$ cat src/rtl/hazard_controller_if.sv
// hazard_controller_if: groups the hazard controller's pipeline-side inputs and control outputs.
//   master modport: drives ID/EXE status (RS, RT, USES_*, RD_ADD_EXE, WB_EN_EXE, MEM_R_EN_EXE,
//                   BR_TAKEN, MD_EXE, MD_IS_DIV) and observes the control outputs.
//   slave modport:  the controller itself; consumes status and drives PC_WR_EN, IF_ID_WR_EN,
//                   IF_ID_FLUSH, ID_EXE_BUBBLE, ID_EXE_HOLD, EXE_MEM_BUBBLE, MD_DONE, STALL_CNT.
interface hazard_controller_if;
    logic [4:0]  RS;
    logic [4:0]  RT;
    logic        USES_RS;
    logic        USES_RT;
    logic [4:0]  RD_ADD_EXE;
    logic        WB_EN_EXE;
    logic        MEM_R_EN_EXE;
    logic        BR_TAKEN;
    logic        MD_EXE;
    logic        MD_IS_DIV;

    logic        PC_WR_EN;
    logic        IF_ID_WR_EN;
    logic        IF_ID_FLUSH;
    logic        ID_EXE_BUBBLE;
    logic        ID_EXE_HOLD;
    logic        EXE_MEM_BUBBLE;
    logic        MD_DONE;
    logic [15:0] STALL_CNT;

    modport master (
        output RS, RT, USES_RS, USES_RT, RD_ADD_EXE, WB_EN_EXE, MEM_R_EN_EXE,
               BR_TAKEN, MD_EXE, MD_IS_DIV,
        input  PC_WR_EN, IF_ID_WR_EN, IF_ID_FLUSH, ID_EXE_BUBBLE, ID_EXE_HOLD,
               EXE_MEM_BUBBLE, MD_DONE, STALL_CNT
    );

    modport slave (
        input  RS, RT, USES_RS, USES_RT, RD_ADD_EXE, WB_EN_EXE, MEM_R_EN_EXE,
               BR_TAKEN, MD_EXE, MD_IS_DIV,
        output PC_WR_EN, IF_ID_WR_EN, IF_ID_FLUSH, ID_EXE_BUBBLE, ID_EXE_HOLD,
               EXE_MEM_BUBBLE, MD_DONE, STALL_CNT
    );
endinterface

$ cat src/rtl/hazard_controller.sv
// hazard_controller: load-use stall, taken-branch squash and multiply/divide hold sequencer for
// the 5-stage pipeline, plus a saturating stalled-cycle counter.
//   CLK, RST : clock and synchronous active-high reset
//   hz       : hazard_controller_if.slave (ID/EXE status in, pipeline register controls out)
//   MUL_LAT / DIV_LAT : total EXE occupancy of a multiply / divide, each in 2..32
module hazard_controller #(
    parameter int unsigned MUL_LAT = 4,
    parameter int unsigned DIV_LAT = 16
) (
    input logic              CLK,
    input logic              RST,
    hazard_controller_if.slave hz
);

    typedef enum logic [0:0] {StRun, StMdWait} state_e;

    // The start cycle is one hold cycle, the done cycle is the last, hence LAT-2 extra holds.
    localparam logic [4:0] MulCnt = 5'(MUL_LAT - 2);
    localparam logic [4:0] DivCnt = 5'(DIV_LAT - 2);

    state_e      state_q, state_d;
    logic [4:0]  cnt_q, cnt_d;
    logic [15:0] stall_cnt_q;

    logic ld_haz;
    logic pc_wr_en, if_id_wr_en, if_id_flush, id_exe_bubble, id_exe_hold;
    logic exe_mem_bubble, md_done;

    // A load in EXE whose result the ID instruction needs cannot be forwarded yet.
    assign ld_haz = hz.MEM_R_EN_EXE & hz.WB_EN_EXE & (hz.RD_ADD_EXE != 5'd0) &
                    ((hz.USES_RS & (hz.RS == hz.RD_ADD_EXE)) |
                     (hz.USES_RT & (hz.RT == hz.RD_ADD_EXE)));

    always_comb begin
        state_d        = state_q;
        cnt_d          = cnt_q;
        pc_wr_en       = 1'b1;
        if_id_wr_en    = 1'b1;
        if_id_flush    = 1'b0;
        id_exe_bubble  = 1'b0;
        id_exe_hold    = 1'b0;
        exe_mem_bubble = 1'b0;
        md_done        = 1'b0;

        if (RST) begin
            state_d        = StRun;
            cnt_d          = 5'd0;
            pc_wr_en       = 1'b0;
            if_id_wr_en    = 1'b0;
            if_id_flush    = 1'b1;
            id_exe_bubble  = 1'b1;
            exe_mem_bubble = 1'b1;
        end else begin
            unique case (state_q)
                StRun: begin
                    if (hz.BR_TAKEN) begin
                        // ID holds a wrong-path instruction, so any load-use stall is moot.
                        if_id_flush   = 1'b1;
                        id_exe_bubble = 1'b1;
                    end else if (hz.MD_EXE) begin
                        pc_wr_en       = 1'b0;
                        if_id_wr_en    = 1'b0;
                        id_exe_hold    = 1'b1;
                        exe_mem_bubble = 1'b1;
                        cnt_d          = hz.MD_IS_DIV ? DivCnt : MulCnt;
                        state_d        = StMdWait;
                    end else if (ld_haz) begin
                        pc_wr_en      = 1'b0;
                        if_id_wr_en   = 1'b0;
                        id_exe_bubble = 1'b1;
                    end
                end
                StMdWait: begin
                    if (cnt_q != 5'd0) begin
                        pc_wr_en       = 1'b0;
                        if_id_wr_en    = 1'b0;
                        id_exe_hold    = 1'b1;
                        exe_mem_bubble = 1'b1;
                        cnt_d          = cnt_q - 5'd1;
                    end else begin
                        // MD_EXE is still high here; returning to RUN without a start is intended.
                        md_done = 1'b1;
                        state_d = StRun;
                    end
                end
                default: state_d = StRun;
            endcase
        end
    end

    always_ff @(posedge CLK) begin
        if (RST) begin
            state_q     <= StRun;
            cnt_q       <= 5'd0;
            stall_cnt_q <= 16'd0;
        end else begin
            state_q <= state_d;
            cnt_q   <= cnt_d;
            if (!pc_wr_en && (stall_cnt_q != 16'hFFFF)) begin
                stall_cnt_q <= stall_cnt_q + 16'd1;
            end
        end
    end

    assign hz.PC_WR_EN       = pc_wr_en;
    assign hz.IF_ID_WR_EN    = if_id_wr_en;
    assign hz.IF_ID_FLUSH    = if_id_flush;
    assign hz.ID_EXE_BUBBLE  = id_exe_bubble;
    assign hz.ID_EXE_HOLD    = id_exe_hold;
    assign hz.EXE_MEM_BUBBLE = exe_mem_bubble;
    assign hz.MD_DONE        = md_done;
    assign hz.STALL_CNT      = stall_cnt_q;

endmodule

$ cat src/flat_wrapper.sv
// flat-port wrapper written by rule: the top's interface ports become plain ports
module hazard_controller_flat 
#(
    parameter int unsigned MUL_LAT = 4,
    parameter int unsigned DIV_LAT = 16
)
  (CLK, RST, hz_RS, hz_RT, hz_USES_RS, hz_USES_RT, hz_RD_ADD_EXE, hz_WB_EN_EXE, hz_MEM_R_EN_EXE, hz_BR_TAKEN, hz_MD_EXE, hz_MD_IS_DIV, hz_PC_WR_EN, hz_IF_ID_WR_EN, hz_IF_ID_FLUSH, hz_ID_EXE_BUBBLE, hz_ID_EXE_HOLD, hz_EXE_MEM_BUBBLE, hz_MD_DONE, hz_STALL_CNT);
  hazard_controller_if hz_i ();
  input logic CLK;
  input logic RST;
  input wire logic [$bits(hz_i.RS)-1:0] hz_RS;
  input wire logic [$bits(hz_i.RT)-1:0] hz_RT;
  input wire logic [$bits(hz_i.USES_RS)-1:0] hz_USES_RS;
  input wire logic [$bits(hz_i.USES_RT)-1:0] hz_USES_RT;
  input wire logic [$bits(hz_i.RD_ADD_EXE)-1:0] hz_RD_ADD_EXE;
  input wire logic [$bits(hz_i.WB_EN_EXE)-1:0] hz_WB_EN_EXE;
  input wire logic [$bits(hz_i.MEM_R_EN_EXE)-1:0] hz_MEM_R_EN_EXE;
  input wire logic [$bits(hz_i.BR_TAKEN)-1:0] hz_BR_TAKEN;
  input wire logic [$bits(hz_i.MD_EXE)-1:0] hz_MD_EXE;
  input wire logic [$bits(hz_i.MD_IS_DIV)-1:0] hz_MD_IS_DIV;
  output wire logic [$bits(hz_i.PC_WR_EN)-1:0] hz_PC_WR_EN;
  output wire logic [$bits(hz_i.IF_ID_WR_EN)-1:0] hz_IF_ID_WR_EN;
  output wire logic [$bits(hz_i.IF_ID_FLUSH)-1:0] hz_IF_ID_FLUSH;
  output wire logic [$bits(hz_i.ID_EXE_BUBBLE)-1:0] hz_ID_EXE_BUBBLE;
  output wire logic [$bits(hz_i.ID_EXE_HOLD)-1:0] hz_ID_EXE_HOLD;
  output wire logic [$bits(hz_i.EXE_MEM_BUBBLE)-1:0] hz_EXE_MEM_BUBBLE;
  output wire logic [$bits(hz_i.MD_DONE)-1:0] hz_MD_DONE;
  output wire logic [$bits(hz_i.STALL_CNT)-1:0] hz_STALL_CNT;
  assign hz_i.RS = hz_RS;
  assign hz_i.RT = hz_RT;
  assign hz_i.USES_RS = hz_USES_RS;
  assign hz_i.USES_RT = hz_USES_RT;
  assign hz_i.RD_ADD_EXE = hz_RD_ADD_EXE;
  assign hz_i.WB_EN_EXE = hz_WB_EN_EXE;
  assign hz_i.MEM_R_EN_EXE = hz_MEM_R_EN_EXE;
  assign hz_i.BR_TAKEN = hz_BR_TAKEN;
  assign hz_i.MD_EXE = hz_MD_EXE;
  assign hz_i.MD_IS_DIV = hz_MD_IS_DIV;
  assign hz_PC_WR_EN = hz_i.PC_WR_EN;
  assign hz_IF_ID_WR_EN = hz_i.IF_ID_WR_EN;
  assign hz_IF_ID_FLUSH = hz_i.IF_ID_FLUSH;
  assign hz_ID_EXE_BUBBLE = hz_i.ID_EXE_BUBBLE;
  assign hz_ID_EXE_HOLD = hz_i.ID_EXE_HOLD;
  assign hz_EXE_MEM_BUBBLE = hz_i.EXE_MEM_BUBBLE;
  assign hz_MD_DONE = hz_i.MD_DONE;
  assign hz_STALL_CNT = hz_i.STALL_CNT;
  hazard_controller #(.MUL_LAT(MUL_LAT), .DIV_LAT(DIV_LAT)) u_core (.CLK(CLK), .RST(RST), .hz(hz_i));
endmodule
$ cat config.mk
export PLATFORM = sky130hd
export DESIGN_NAME = hazard_controller_flat
export DESIGN_NICKNAME = d
export VERILOG_FILES = /design/src/rtl/hazard_controller_if.sv /design/src/rtl/hazard_controller.sv /design/src/flat_wrapper.sv
export SDC_FILE = /design/constraint.sdc
export NUM_CORES = 1
export LEC_CHECK = 0
export ABC_AREA = 0
export CAP_MARGIN = 10
export CELL_PAD_IN_SITES_DETAIL_PLACEMENT = 0
export CELL_PAD_IN_SITES_GLOBAL_PLACEMENT = 2
export CORE_UTILIZATION = 27
export CTS_CLUSTER_DIAMETER = 200
export DETAILED_ROUTE_END_ITERATION = 10
export PLACE_DENSITY = 0.94
export SYNTH_ARGS = -nofsm -noshare
export SYNTH_HDL_FRONTEND = slang
export SYNTH_SLANG_ARGS = --single-unit
export TNS_END_PERCENT = 50
$ cat constraint.sdc
create_clock -name CLK -period 4.8 [get_ports CLK]
set_input_delay 0.72 -clock CLK [delete_from_list [all_inputs] [get_ports CLK]]
set_output_delay 0.72 -clock CLK [all_outputs]
set_load 0.05 [all_outputs]
==> run_results.csv <==
group,metric,value,unit
setup_path,r2r_end,"u_core.hz.STALL_CNT[12]",
die,ioPinCount,47,
synthesis,synth_area_leader_cell,"dfxtp_1",
synthesis,syn_nets,187,
setup_path,cp_slowest_cell,"clkdlybuf4s50_1",
setup_path,r2r_slack,2.27,ns
sta,slew_viol_final,0,
finish,multiInputGateArea,805,sq um
setup_path,crit_path_start_kind,"primary input",
clock_network,clock-sinks,22,
sta,skew,0.00139,ns
synthesis,yosys.area.top_type_share,0.333,
route,via_per_inst,4.83,
route,drt-total-wl,3330,microns
sta,final-setup-viol-count,0,
place,dpl_cell_area,1830,sq um
setup_path,crit_fanout,3,
grt,grt_max_degree,27,
die,die_h,72.0,microns
setup_path,cp.arrival,3.10,ns
setup_path,crit_type,"primary input to primary output",
synthesis,syn_inst,160,
setup_path,cpLargestDelayFamily,"buffers and inverters",
die,rows,25,
clock_network,cts-htree-levels,1,
synthesis,ys.flop_type,"dfxtp_1",
setup_path,crit_path_end,"hz_PC_WR_EN",
setup_path,crit_start,"hz_RD_ADD_EXE[0]",
setup_path,cp_slowest_stage_delay,0.83,ns
finish,drive_above_1_share,0.0640,
finish,finalNonFillerCells,270,
hold_path,hp-class,"flip-flop to flip-flop",
synthesis,ys_seq_elements,22,
route,wl_per_cell,12.3,microns
clock_network,cts_buffers,3,
pwr,intPower,0.000316,W
place,place_inst,266,
synthesis,syn_area_per_cell,8.27,sq um
finish,diodes,0,
synthesis,synth_area,1320,sq um
grt,grtUsageTotal,0.130,
setup_path,worstPathCellList,"clkdlybuf4s50_1 > or4_1 > o2111ai_1 > nand2b_1 > nor2_1 > nor2_1 > clkdlybuf4s50_1",
synthesis,ys_seq_area_frac,0.333,
grt,grt_pass1_wl,5410,microns
pwr,leakage,0.600,nW
synthesis,ys_top_cells_by_count,"22 x dfxtp_1, 16 x a21oi_1, 14 x nor2_1",
pwr,clockPowerShare,0.296,
synthesis,synth.distinct_cells,36,
place,port_buffers,46,
die,core_area,4720,sq um
pwr,power_density,240,nW/um^2
sta,hold_ws,0.491,ns
place,dp_hpwl,2470,microns
pwr,peakVddDrop,0.000174,V
synthesis,yosysWarningCount,0,
finish,syn2layout_area_growth,42.2,%
die,dieWidth,72.0,microns
sta,rsz0062_at_grt,"no",
route,vias,1305,
clock_network,holdBufCountCts,0,
pwr,sw_frac_of_total,0.299,
synthesis,synth-edff-count,0,
run_status,outcome,"finished clean",
grt,grt_overflow,0,
setup_path,crit_required,4.08,ns
synthesis,postSynth.asyncResetShare,0,
grt,antenna_found_initial,0,
clock_network,clkTransAtPathRegs,0.08,ns
setup_path,cp.depth,7,
pwr,p_comb_frac,0.266,
pwr,seqPwrFrac,0.438,
clock_network,cts_resized,0,
setup_path,reg2reg_depth,8,
synthesis,yosysMostFrequentCell,"dfxtp_1",
clock_network,cts-root-buf,"clkbuf_8",
clock_network,cts_setup_buffers,0,
setup_path,critPathCaptureType,"primary output",
setup_path,crit_buf_inv,2,
pwr,p_sw,0.000135,W
place,gp_congestion,0.703,
synthesis,synth.top_cells.by_area,"dfxtp_1 33%, xnor2_1 7.3%, a21oi_1 6.0%",
sta,finalHoldViolCount,0,
sta,finalSetupTns,0,ns
run,maxCapViolations,0,
finish,fin_area,1880,sq um
finish,fillers,469,
finish,layout.area.seq,440,sq um
die,die_area,5190,sq um
route,drt_iter0_drc,76,
grt,grt_pass1_vias,1202,
route,first_pass_iters,4,
route,postRouteAntennaNets,0,
sta,fmax,262,MHz
clock_network,clk_path_buf_depth,2,
route,drc_errors,0,
sta,max_slew_margin,0.580,
clock_network,clock_latency,0.26,ns
sta,worst_pin_slew,0.630,ns
finish,final_nets,231,
sta,post-route-min-period,3.82,ns
setup_path,rr_startpoint,"u_core.cnt_q[0]",
clock_network,cts_tree,"yes",
die,start_util,0.280,
sta,fin_crit_sh,0.796,
worst min-delay path by stage:
stage          slack [ns]              end            start  cells past startpoint
6_report             0.49  u_core.cnt_q[0]  u_core.cnt_q[0]                      2
5_1_grt              0.52  u_core.cnt_q[0]  u_core.cnt_q[0]                      2
4_1_cts              0.49  u_core.cnt_q[0]  u_core.cnt_q[0]                      2
3_5_place_dp         0.48  u_core.cnt_q[0]  u_core.cnt_q[0]                      2
3_3_place_gp         0.47  u_core.cnt_q[0]  u_core.cnt_q[0]                      2
2_1_floorplan        0.45  u_core.cnt_q[0]  u_core.cnt_q[0]                      2
layout make-up:
cell class	count	share of cell area
tap	67	0.0445
inverter	8	0.0160
sequential	22	0.234
timing repair buffer	47	0.249
multi-input combinational	122	0.428
clock buffer	4	0.0293
tightest hold or removal path: stages (launching register included):
cell     delay [ns]
dfxtp_1        0.34
nand2_1        0.06
a21oi_1        0.05
state kept, by name, summed over array words and instances (netlist names):
register	count
u_core.hz.STALL_CNT	16
u_core.cnt_q	5
u_core.state_q	1
cells in the final DEF, fill, tap and decap left out, types with 2 or more instances in the layout:
master	n
clkdlybuf4s50_1	46
dfxtp_1	22
a21oi_1	16
nor2_1	14
xnor2_1	11
inv_1	8
nand2_1	8
or4_1	7
nand3_1	7
or3_1	6
nor4_1	5
o31ai_1	5
o21ai_1	5
nand4_1	4
nor3_1	4
nor2b_1	4
clkbuf_8	4
a21o_1	3
ha_1	3
nand3b_1	2
o21ai_0	2
mux2_2	2
mux2_4	2
through the flow:
step | setup WS (ns) | utilization | power, W
after floorplan | 1.46 | - | 0.000281
after global placement | 0.970 | 0.387 | 0.000323
after detailed placement | 0.947 | 0.387 | 0.000323
after CTS | 0.942 | 0.398 | 0.000460
after global routing | 0.792 | 0.398 | 0.000475
final | 0.978 | 0.398 | 0.000452
power by group through the flow:
stage	clock network (W)	registers, W	logic, W
finish	0.000134	0.000198	0.000120
global route	0.000145	0.000199	0.000131
CTS	0.000141	0.000198	0.000122
detailed placement	0	0.000202	0.000121
global placement	0	0.000202	0.000122
floorplan	0	0.000210	0.0000709
cells by family after synthesis:
logic type | Yosys count | synth area share
XOR/XNOR | 12 | 0.0794
adder cells (fa/ha/maj) | 3 | 0.0284
buffers and inverters | 16 | 0.0595
AO/OA/AOI/OAI | 36 | 0.171
AND/OR/NAND/NOR | 66 | 0.282
multiplexers | 5 | 0.0473
flip-flops | 22 | 0.333
layer usage:
metal / up-vias / GRT usage / routed length (microns)
met1: 596 / 0.158 / 1520
met2: 45 / 0.230 / 1530
met3: 2 / 0.0403 / 261
li1: 662 / - / -
met4: 0 / 0.0196 / 17
met5: - / 0 / 0
Note: power is estimated with default switching activity, not from simulation.
